==> src/rtl/mem_arbiter_pkg.sv <==
// rtl/mem_arbiter_pkg.sv - shared types and constants for the two-port memory arbiter
package mem_arbiter_pkg;

  // Sequencer states: IDLE arbitrates, ISSUE drives the memory strobe,
  // RESP captures registered read data, ERR reports a rejected address.
  typedef enum logic [1:0] {
    ST_IDLE  = 2'd0,
    ST_ISSUE = 2'd1,
    ST_RESP  = 2'd2,
    ST_ERR   = 2'd3
  } state_t;

  typedef enum logic {
    PORT_FETCH = 1'b0,
    PORT_DATA  = 1'b1
  } port_t;

  localparam int WORD_BYTES        = 4;
  localparam int MEM_BYTES_DEFAULT = 64;

endpackage

==> src/rtl/mem_rr_arb2.sv <==
// rtl/mem_rr_arb2.sv - combinational two-requester round-robin picker
//   i_req_fetch   : fetch port eligible this cycle
//   i_req_data    : data port eligible this cycle
//   i_last_grant  : port granted most recently (port_t encoding)
//   o_grant_valid : at least one requester eligible
//   o_grant_id    : chosen port (port_t encoding)
module mem_rr_arb2
  import mem_arbiter_pkg::*;
(
  input  logic i_req_fetch,
  input  logic i_req_data,
  input  logic i_last_grant,
  output logic o_grant_valid,
  output logic o_grant_id
);

  always_comb begin
    o_grant_valid = i_req_fetch | i_req_data;
    o_grant_id    = PORT_FETCH;
    if (i_req_fetch && i_req_data) begin
      // Contention: the port that did not win last time goes next.
      o_grant_id = (i_last_grant == PORT_FETCH) ? PORT_DATA : PORT_FETCH;
    end else if (i_req_data) begin
      o_grant_id = PORT_DATA;
    end
  end

endmodule

==> src/rtl/mem_arbiter.sv <==
// rtl/mem_arbiter.sv - fetch/data arbiter and sequencer for a single-port big-endian memory
//   clk, reset                       : clock, synchronous active-high reset
//   i_req/i_addr                     : fetch request, held until i_done
//   i_done/i_err/i_rdata             : fetch completion pulse, error flag, fetched word
//   d_req/d_we/d_addr/d_wdata        : data request, held until d_done
//   d_done/d_err/d_rdata             : data completion pulse, error flag, load word
//   mem_address/mem_write_data       : memory address and store data
//   mem_write/mem_read/mem_read_data : memory strobes and registered read data
//   busy                             : sequencer not idle
module mem_arbiter
  import mem_arbiter_pkg::*;
#(
  parameter int MEM_BYTES = MEM_BYTES_DEFAULT,
  parameter int ADDR_W    = 32,
  parameter int DATA_W    = 32
) (
  input  logic              clk,
  input  logic              reset,
  input  logic              i_req,
  input  logic [ADDR_W-1:0] i_addr,
  output logic              i_done,
  output logic              i_err,
  output logic [DATA_W-1:0] i_rdata,
  input  logic              d_req,
  input  logic              d_we,
  input  logic [ADDR_W-1:0] d_addr,
  input  logic [DATA_W-1:0] d_wdata,
  output logic              d_done,
  output logic              d_err,
  output logic [DATA_W-1:0] d_rdata,
  output logic [ADDR_W-1:0] mem_address,
  output logic [DATA_W-1:0] mem_write_data,
  output logic              mem_write,
  output logic              mem_read,
  input  logic [DATA_W-1:0] mem_read_data,
  output logic              busy
);

  localparam logic [ADDR_W-1:0] LAST_WORD = ADDR_W'(MEM_BYTES - WORD_BYTES);

  state_t            r_state;
  port_t             r_last_grant;
  port_t             r_port;
  logic              r_we;
  logic [ADDR_W-1:0] r_addr;
  logic [DATA_W-1:0] r_wdata;
  logic              r_i_done;
  logic              r_i_err;
  logic [DATA_W-1:0] r_i_rdata;
  logic              r_d_done;
  logic              r_d_err;
  logic [DATA_W-1:0] r_d_rdata;

  logic              w_i_elig;
  logic              w_d_elig;
  logic              w_grant_valid;
  logic              w_grant_id;
  logic              w_sel_data;
  logic              w_sel_we;
  logic [ADDR_W-1:0] w_sel_addr;
  logic [DATA_W-1:0] w_sel_wdata;
  logic              w_sel_bad;

  // A requester still shows req in its own done cycle; masking it there
  // lets the other port take the memory without a bubble.
  assign w_i_elig = i_req & ~r_i_done;
  assign w_d_elig = d_req & ~r_d_done;

  mem_rr_arb2 u_rr_arb2 (
    .i_req_fetch   (w_i_elig),
    .i_req_data    (w_d_elig),
    .i_last_grant  (r_last_grant),
    .o_grant_valid (w_grant_valid),
    .o_grant_id    (w_grant_id)
  );

  assign w_sel_data  = (w_grant_id == PORT_DATA);
  assign w_sel_we    = w_sel_data ? d_we : 1'b0;
  assign w_sel_addr  = w_sel_data ? d_addr : i_addr;
  assign w_sel_wdata = w_sel_data ? d_wdata : '0;
  assign w_sel_bad   = (w_sel_addr[1:0] != 2'b00) || (w_sel_addr > LAST_WORD);

  always_ff @(posedge clk) begin
    if (reset) begin
      r_state      <= ST_IDLE;
      r_last_grant <= PORT_FETCH;
      r_port       <= PORT_FETCH;
      r_we         <= 1'b0;
      r_addr       <= '0;
      r_wdata      <= '0;
      r_i_done     <= 1'b0;
      r_i_err      <= 1'b0;
      r_i_rdata    <= '0;
      r_d_done     <= 1'b0;
      r_d_err      <= 1'b0;
      r_d_rdata    <= '0;
    end else begin
      r_i_done <= 1'b0;
      r_i_err  <= 1'b0;
      r_d_done <= 1'b0;
      r_d_err  <= 1'b0;
      case (r_state)
        ST_IDLE: begin
          if (w_grant_valid) begin
            r_port       <= port_t'(w_grant_id);
            r_last_grant <= port_t'(w_grant_id);
            r_we         <= w_sel_we;
            r_addr       <= w_sel_addr;
            r_wdata      <= w_sel_wdata;
            r_state      <= w_sel_bad ? ST_ERR : ST_ISSUE;
          end
        end
        ST_ISSUE: begin
          // Only the data port can hold a store, so a store completes there.
          if (r_we) begin
            r_d_done <= 1'b1;
            r_state  <= ST_IDLE;
          end else begin
            r_state  <= ST_RESP;
          end
        end
        ST_RESP: begin
          if (r_port == PORT_DATA) begin
            r_d_rdata <= mem_read_data;
            r_d_done  <= 1'b1;
          end else begin
            r_i_rdata <= mem_read_data;
            r_i_done  <= 1'b1;
          end
          r_state <= ST_IDLE;
        end
        ST_ERR: begin
          if (r_port == PORT_DATA) begin
            r_d_done <= 1'b1;
            r_d_err  <= 1'b1;
          end else begin
            r_i_done <= 1'b1;
            r_i_err  <= 1'b1;
          end
          r_state <= ST_IDLE;
        end
        default: r_state <= ST_IDLE;
      endcase
    end
  end

  // Memory interface decodes from state only; idle and error cycles drive zeros.
  assign busy           = (r_state != ST_IDLE);
  assign mem_read       = (r_state == ST_ISSUE) && !r_we;
  assign mem_write      = (r_state == ST_ISSUE) && r_we;
  assign mem_address    = ((r_state == ST_ISSUE) || (r_state == ST_RESP)) ? r_addr : '0;
  assign mem_write_data = mem_write ? r_wdata : '0;

  assign i_done  = r_i_done;
  assign i_err   = r_i_err;
  assign i_rdata = r_i_rdata;
  assign d_done  = r_d_done;
  assign d_err   = r_d_err;
  assign d_rdata = r_d_rdata;

endmodule

==> config.mk <==
export PLATFORM = sky130hd
export DESIGN_NAME = mem_arbiter
export DESIGN_NICKNAME = d
export VERILOG_FILES = /design/src/rtl/mem_arbiter_pkg.sv /design/src/rtl/mem_rr_arb2.sv /design/src/rtl/mem_arbiter.sv
export SDC_FILE = /design/constraint.sdc
export NUM_CORES = 1
export LEC_CHECK = 0
export ABC_AREA = 1
export CORE_MARGIN = 1.5
export CORE_UTILIZATION = 40
export CTS_CLUSTER_SIZE = 20
export DETAILED_ROUTE_END_ITERATION = 12
export PLACE_DENSITY = 0.78
export RECOVER_POWER = 25
export SLEW_MARGIN = 40
export SYNTH_ARGS = -nofsm -noshare
export SYNTH_HDL_FRONTEND = slang
export SYNTH_SLANG_ARGS = --single-unit
==> constraint.sdc <==
create_clock -name clk -period 1.81 [get_ports clk]
set_clock_uncertainty 0.2 [all_clocks]
set_input_delay 0.362 -clock clk [delete_from_list [all_inputs] [get_ports clk]]
set_output_delay 0.362 -clock clk [all_outputs]
set_load 0.01 [all_outputs]
==> impl_results.md <==
- Status: finished with violations
- Failing checks: setup timing
- Vias in the first global route: 6015
- Least-Margin Pin Slew: 0.805 ns
- Register area: 2730 sq um
- Final hold slack: 0.275 ns
- Non-Filler Instances: 1344
- Final worst slack: -0.378 ns
- Top post-synthesis cells by area: dfxtp_1 46%, nor2_1 13%, o21ai_0 8.0%, nand2_1 7.4%, inv_1 6.7%
- Port Buffers: 267
- Filler Cells Inserted: 1217
- Row cnt: 44
- Die area: 15500 sq um
- R2R Path Start: d_done
- First-pass GRT wire length: 29.7 mm
- Syn_area_per_cell: 7.11 sq um
- CP Class: reg -> out
- Net count after synthesis: 966
- Commonest non-fill, non-tap cell in the layout: nor2_1
- Iter 0 DRT Violations: 365
- Max Fanout on Critical Path: 7
- Post-CTS Hold Fix Bufs: 0
- Clock Sinks: 136
- FF-to-FF setup slack: 0.04 ns
- Share of post-route cells with drive strength above 1: 23.2%
- Post-DR vias/cell: 4.90
- Clk slew on worst S/H paths: 0.06 ns
- Core box area: 14500 sq um
- Commonest cells after routing, fill and taps aside: 184 x nor2_1, 133 x dfxtp_1, 129 x clkdlybuf4s50_1
- Area growth syn-to-layout: 70.4%
- Pleak: 4.95 nW
- DR pass1 iterations: 5
- Clk_lat worst skew: 0.42 ns
- Nets@finish: 1284
- Detailed-route via count: 6582
- TritonCTS clock tree: yes
- Total wire length: 20.1 mm
- Crit path DAT: 1.63 ns
- Synth unique cells: 25
- Diode count: 0
- Min-delay worst type: reg -> reg
- Die H: 124 um
- Initial antenna violation count: 0
- Die W: 124 um
- Final count of hold timing violations: 0
- Post-route DRC: 0
- CTS Buffer Depth: 2
- H-tree depth: 4
- Fin crit share: 121%
- Max VDD drop: 0.761 mV
- Yosys top cell by area: dfxtp_1
- Seq/Total Area, Yosys: 46.2%
- Crit path time final: 2.19 ns
- Synth warn: 0
- Hold_sp: d_rdata[12]
- Antenna-violating nets left: 0
- CP endpoint kind: output pin
- Worst slew margin: 46.3%
- Synth Register Bits: 136
- Worst path required time: 1.25 ns
- Max-slew violations: 0
- Post-route setup TNS: -19.64 ns
- Drt wl/cell: 15.0 um
- Io pins: 268
- Post-Syn Area: 5900 sq um
- Min-Delay Endpoint: d_rdata[12]
- Largest net degree at the start of global routing: 49
- Hold Crit Depth: 2
- R2R Path End: r_state[1]
- Total track usage: 23.8%
- GRT overflow: 0
- Power Total: 10.8 mW
- Power per cell area: 1070 nW/um^2
- Max-cap viol count: 0
- Root buffer selected by CTS: clkbuf_16
- Multi-input gate area: 2780 sq um
- CTS buffer count: 17
- R2R depth: 11
- Dpl cells: 1284
- Max Clk Rate: 0.457 GHz
- Startpoint Class: register
- RSZ-0062 raised after global routing: true
- Share of the synthesized area in the top cell type: 46.2%
- HPWL Detailed: 13.1 mm
- Initial core utilization: 40.7%
- Cell count after synthesis: 829
- Placer Congestion: 0.902
- Setup violators final: 68
-- layout make-up --
cell class / instances / share of cell area [%]
multi-input combinational: 534 / 27.6
timing repair buffer: 351 / 33.1
sequential: 136 / 27.2
inverter: 107 / 4.05
clock buffer: 20 / 4.45
tap: 184 / 2.29
clock inverter: 12 / 1.26
-- state kept, by name, indices dropped and copies added (netlist names) --
name     count
d_done       1
d_err        1
d_rdata     32
i_done       1
i_err        1
i_rdata     32
r_addr      32
r_port       1
r_state      2
r_wdata     32
r_we         1
-- cell usage after synthesis (all sizes together) --
| cell | number |
|---|---|
| nor3 | 3 |
| a22oi | 33 |
| nand2 | 118 |
| a21oi | 24 |
| clkinv | 1 |
| dfxtp | 136 |
| nand3b | 20 |
| nor2 | 213 |
| ha | 4 |
| a31oi | 5 |
| buf | 19 |
| nand3 | 12 |
| o21ai | 96 |
| clkbuf | 34 |
| o211ai | 5 |
| inv | 106 |
-- repair_timing --
item / 4_1_cts / 5_1_grt
gates resized for setup: 326 / 152
setup buffers: 4 / 17
pin swaps: 9 / 20
endpoints found under the setup margin: 137 / 90
gates cloned: 3 / 6
-- how the worst max path moves through the flow --
stage / startpoint / endpoint / slack [ns] / depth (start not counted)
6_report: r_state[1] / mem_address[2] / -0.38 / 7
5_1_grt: r_state[1] / mem_address[2] / -0.43 / 7
4_1_cts: r_state[1] / mem_write_data[7] / -0.44 / 6
3_5_place_dp: d_req / r_state[1] / -0.42 / 11
3_3_place_gp: i_req / r_state[1] / -0.43 / 10
2_1_floorplan: r_state[0] / mem_address[10] / 0.07 / 5
-- per-layer routing --
layer  track usage (%)  part of all wire [%]  up-vias
li1                  -                     -     3247
met5                 0                     0        -
met1              28.0                    41     2992
met2              39.9                    49      297
met3              7.22                   7.2       46
met4              10.4                   2.9        0
-- through the flow --
stage | cell area [sq um] | worst slack [ns] | utilization, %
2_1_floorplan | 5900 | 0.0681 | -
3_3_place_gp | 9090 | -0.427 | 62.8
3_5_place_dp | 9090 | -0.419 | 62.8
4_1_cts | 9670 | -0.439 | 66.8
5_1_grt | 10000 | -0.426 | 69.4
6_report | 10000 | -0.378 | 69.4
-- worst max-delay path, stage by stage (launching register included) --
cell and delay (ns):
dfxtp_2 0.35, inv_4 0.05, ha_4 0.33, buf_12 0.15, buf_12 0.12, nand2_4 0.05
inv_2 0.06, buf_6 0.10
-- report_power, final --
part | internal (mW) | leakage [nW] | switching [mW] | total, mW
logic | 1.79 | 3.55 | 1.84 | 3.63
clock network | 2.06 | 0.280 | 1.32 | 3.38
registers | 3.46 | 1.12 | 0.286 | 3.74
total | 7.31 | 4.95 | 3.44 | 10.8
-- cells by family after synthesis --
family,synth area share (%)
AOI/OAI and AO/OA,15.7
adders and majority gates,0.849
buffers and inverters,11.5
DFF,46.2
and+or+nand+nor,25.8
Power figures use the tool's default switching activity.
